<file path="config.mk">
export PLATFORM = sky130hd
export DESIGN_NAME = pc_fetch_ctrl
export DESIGN_NICKNAME = d
export VERILOG_FILES = /design/src/rtl/pc_fetch_ctrl.sv
export SDC_FILE = /design/constraint.sdc
export NUM_CORES = 1
export LEC_CHECK = 0
export ABC_AREA = 1
export BUFFER_PORTS_ARGS = -buffer_cell sky130_fd_sc_hd__buf_2
export CELL_PAD_IN_SITES_DETAIL_PLACEMENT = 1
export CELL_PAD_IN_SITES_GLOBAL_PLACEMENT = 1
export CORE_MARGIN = 2
export CORE_UTILIZATION = 36
export DETAILED_ROUTE_END_ITERATION = 16
export PLACE_DENSITY = 0.95
export SLEW_MARGIN = 20
export SYNTH_ARGS = -nofsm -noshare
export SYNTH_HDL_FRONTEND = slang
export SYNTH_SLANG_ARGS = --single-unit
</file>
<file path="constraint.sdc">
create_clock -name clk -period 5.9 [get_ports clk]
set_input_delay 0.885 -clock clk [delete_from_list [all_inputs] [get_ports clk]]
set_output_delay 0.885 -clock clk [all_outputs]
set_load 0.005 [all_outputs]
</file>
<file path="src/rtl/pc_fetch_ctrl.sv">
// Fetch-side PC controller: issues instruction fetches at pc_q, holds the fetched
// word for decode, and steers the external PC register on sequential flow and redirects.
module pc_fetch_ctrl #(
  parameter int            N          = 32,
  parameter logic [N-1:0]  EXC_VECTOR = N'(32'h80000180)
) (
  input  logic          clk,
  input  logic          rst,
  input  logic [N-1:0]  pc_q,
  output logic [N-1:0]  pc_d,
  output logic          pc_ena,
  output logic          imem_req,
  output logic [N-1:0]  imem_addr,
  input  logic          imem_ready,
  input  logic [31:0]   imem_rdata,
  output logic [31:0]   instr,
  output logic [N-1:0]  instr_pc,
  output logic          instr_valid,
  input  logic          instr_accept,
  input  logic          redirect,
  input  logic [N-1:0]  redirect_target,
  output logic          misalign_exc
);

  typedef enum logic [1:0] {
    RESET_WAIT = 2'd0,
    FETCH      = 2'd1,
    HOLD       = 2'd2,
    DRAIN      = 2'd3
  } state_t;

  state_t        state;
  state_t        state_next;
  logic [N-1:0]  pending;
  logic [N-1:0]  resolved;
  logic          redirect_live;
  logic          load_instr;
  logic          load_pend;

  // Word-aligned targets pass through; anything else traps to the exception vector.
  function automatic logic [N-1:0] resolve_target(input logic [N-1:0] target);
    if (target[1:0] == 2'b00) begin
      return target;
    end
    return EXC_VECTOR;
  endfunction

  assign resolved      = resolve_target(redirect_target);
  assign redirect_live = redirect && (state != RESET_WAIT);

  // imem_addr tracks pc_q; pc_q is only written on the cycle a request completes,
  // so the address is stable for the lifetime of every outstanding request.
  assign imem_addr   = pc_q;
  assign imem_req    = (state == FETCH) || (state == DRAIN);
  assign instr_valid = (state == HOLD);

  always_comb begin
    state_next = state;
    pc_d       = pc_q + N'(4);
    pc_ena     = 1'b0;
    load_instr = 1'b0;
    load_pend  = 1'b0;
    unique case (state)
      RESET_WAIT: begin
        state_next = FETCH;
      end
      FETCH: begin
        if (imem_ready) begin
          pc_ena = 1'b1;
          if (redirect) begin
            pc_d = resolved;
          end else begin
            load_instr = 1'b1;
            state_next = HOLD;
          end
        end else if (redirect) begin
          load_pend  = 1'b1;
          state_next = DRAIN;
        end
      end
      DRAIN: begin
        // A same-cycle redirect is younger than the pending one and takes priority.
        if (imem_ready) begin
          pc_ena     = 1'b1;
          pc_d       = redirect ? resolved : pending;
          state_next = FETCH;
        end else if (redirect) begin
          load_pend = 1'b1;
        end
      end
      HOLD: begin
        if (redirect) begin
          pc_ena     = 1'b1;
          pc_d       = resolved;
          state_next = FETCH;
        end else if (instr_accept) begin
          state_next = FETCH;
        end
      end
      default: begin
        state_next = RESET_WAIT;
      end
    endcase
  end

  always_ff @(posedge clk or posedge rst) begin
    if (rst) begin
      state        <= RESET_WAIT;
      instr        <= '0;
      instr_pc     <= '0;
      pending      <= '0;
      misalign_exc <= 1'b0;
    end else begin
      state        <= state_next;
      misalign_exc <= redirect_live && (redirect_target[1:0] != 2'b00);
      if (load_instr) begin
        instr    <= imem_rdata;
        instr_pc <= pc_q;
      end
      if (load_pend) begin
        pending <= resolved;
      end
    end
  end

endmodule
</file>
==> flow_metrics.env <==
export IMPL_status="complete, no violations"
export IMPL_drcViolationCount=0
export IMPL_period_share_pct=63.8
export IMPL_overflow=0
export IMPL_mostFrequentLayoutCell="nand2_1"
export IMPL_final_cell_mix="353 x nand2_1, 232 x buf_2, 99 x dfrtp_1"
export IMPL_grt_antenna_before_repair=0
export IMPL_totalWireLength_mm=21.0
export IMPL_skew_ps=8.53
export IMPL_grt_total_usage_pct=24.4
export IMPL_std_cell_rows=46
export IMPL_power_density_mw_per_mm2=375
export IMPL_syn_cell_area_sq_mm=0.00574
export IMPL_critical_path_class="in2out"
export IMPL_grt_pass1_vias=5985
export IMPL_ys_warn_count=0
export IMPL_max_clock_path_buffers=2
export IMPL_synth_fp_nets=930
export IMPL_dieArea_sq_mm=0.0170
export IMPL_ios=233
export IMPL_cts_buffers=9
export IMPL_yosysUniqueCellTypes=30
export IMPL_routedWlPerCell_um=17.0
export IMPL_cp_arrival_ps=2880
export IMPL_maxSlewViolCount=0
export IMPL_cts_max_level=3
export IMPL_min_path_type="reg2reg"
export IMPL_tritoncts="built"
export IMPL_whs_ps=477
export IMPL_drive_above_1_share_pct=26.6
export IMPL_netlist_instances=828
export IMPL_hold_viol=0
export IMPL_gp_congestion=0.932
export IMPL_start_util_pct=36.6
export IMPL_drtIter0Drc=333
export IMPL_tightest_slew_ps=946
export IMPL_synth_seq_cells=99
export IMPL_fin_crit_ps=3770
export IMPL_die_h_um=130
export IMPL_cts_sinks=99
export IMPL_cp_max_fo=20
export IMPL_relSlewSlack_pct=36.9
export IMPL_drt_pass1_iterations=5
export IMPL_cp_end_kind="output port"
export IMPL_grt_max_degree=91
export IMPL_rsz0062_at_grt="no"
export IMPL_setup_viol=0
export IMPL_ys_seq_area_share_pct=43.1
export IMPL_leakage_nw=4.03
export IMPL_via_per_inst=4.88
export IMPL_nNetsFinal=1114
export IMPL_die_w_um=130
export IMPL_dr_total_vias=6015
export IMPL_critPathLaunchType="primary input"
export IMPL_fmax_mhz=266
export IMPL_synthToLayoutAreaGrowth_pct=23.7
export IMPL_cts_root_buf="clkbuf_16"
export IMPL_final_setup_tns_ps=0
export IMPL_syn_area_per_cell_sq_um=6.94
export IMPL_antenna_cells=0
export IMPL_grt_first_pass_wirelength_mm=31.6
export IMPL_post_cts_resized=0
export IMPL_drtAntennaViolNets=0
export IMPL_cts_hold_buffers=0
export IMPL_crit_required_ps=5020
export IMPL_clock_latency_ps=350
export IMPL_fillers=2119
export IMPL_fin_total_pwr_mw=2.67
export IMPL_post_cts_buffers=0
export IMPL_io_buffers=232
export IMPL_drv_cap=0
export IMPL_coreArea_sq_mm=0.0157
export IMPL_ir_worst_vdd_v=0.000200
export IMPL_clkTransAtPathRegs_ps=70
export IMPL_dp_hpwl_mm=16.5
[state kept, by name (all words and copies together) (netlist names)]
| name | cells |
|---|---|
| pending | 32 |
| misalign_exc | 1 |
| instr | 32 |
| instr_pc | 32 |
| state | 2 |
[critical path, cell delays in order]
cell and delay [ps]:
buf_2 90, inv_1 40, nand2_1 390, nor2_1 770, nand2_1 230, nand3_1 140
o211ai_1 100, nand3_1 110, buf_2 120
[through the flow]
step                      worst slack (ps)  util [%]  instances  area, sq um
after floorplan                       2420         -        828         5740
after global placement                2200      43.2       1217         6780
after detailed placement              2120      43.2       1217         6780
after CTS                             2110      45.2       1233         7100
after global routing                  1840      45.2       1233         7100
final                                 2130      45.2       1233         7100
[cells in the mapped netlist (all sizes together)]
| library cell | n | area (sq um) |
|---|---|---|
| nand3 | 48 | 240 |
| nand2 | 359 | 1360 |
| o211ai | 4 | 35.0 |
| o21ai | 58 | 290 |
| xor2 | 5 | 43.8 |
| dfrtp | 99 | 2480 |
| a32oi | 3 | 26.3 |
| o22ai | 3 | 18.8 |
| o21bai | 2 | 15.0 |
| nand4 | 2 | 12.5 |
| a21oi | 7 | 38.8 |
| buf | 58 | 405 |
| inv | 73 | 274 |
| nor2 | 79 | 317 |
| xnor2 | 1 | 8.76 |
| a22oi | 15 | 113 |
| o2111ai | 1 | 8.76 |
| nor3 | 5 | 25.0 |
| clkbuf | 5 | 18.8 |
| ha | 1 | 12.5 |
[metal layers]
metal / GRT usage (%) / vias to the layer above / share of wire, %
met5: 0 / - / 0
met4: 7.72 / 0 / 1.9
met3: 4.02 / 23 / 6.1
met2: 41.0 / 200 / 47
met1: 32.3 / 2868 / 45
li1: - / 2924 / -
[report_power, final]
part / internal (mW) / total (mW) / switching [mW]
clock: 0.352 / 0.647 / 0.296
sequential: 0.931 / 1.07 / 0.138
combinational: 0.386 / 0.949 / 0.563
[path summary, 6_finish.rpt]
| check | startpoint | slack, ps | cells after the start | endpoint |
|---|---|---|---|---|
| worst min register to register | instr_pc[7] | 480 | 2 | instr_pc[7] |
| worst min-delay path | instr_pc[7] | 480 | 2 | instr_pc[7] |
| worst max-delay path | redirect_target[1] | 2130 | 9 | pc_d[3] |
| worst max register to register | state[0] | 3300 | 8 | instr[0] |
| max in group asynchronous | rst | 4120 | 3 | pending[19] |
| min in group asynchronous | rst | 510 | 2 | instr[31] |
[cells by family after synthesis]
group           after synthesis  synth area share (%)
compound gates               93                  9.50
xor+xnor                      6                 0.915
fa+ha+maj                     1                 0.218
buf+inv                     136                  12.2
simple gates                493                  34.1
flops                        99                  43.1
[final cells by class]
cell class / instances / area (sq um) / area share, %
clock inverters: 6 / 80.1 / 1.13
well taps: 216 / 270 / 3.81
flip-flops and latches: 99 / 2480 / 34.9
multi-input cells: 593 / 2570 / 36.2
clock buffers: 10 / 239 / 3.37
inverters: 73 / 277 / 3.89
repair buffers: 236 / 1190 / 16.8
(Power assumes the default switching activity.)
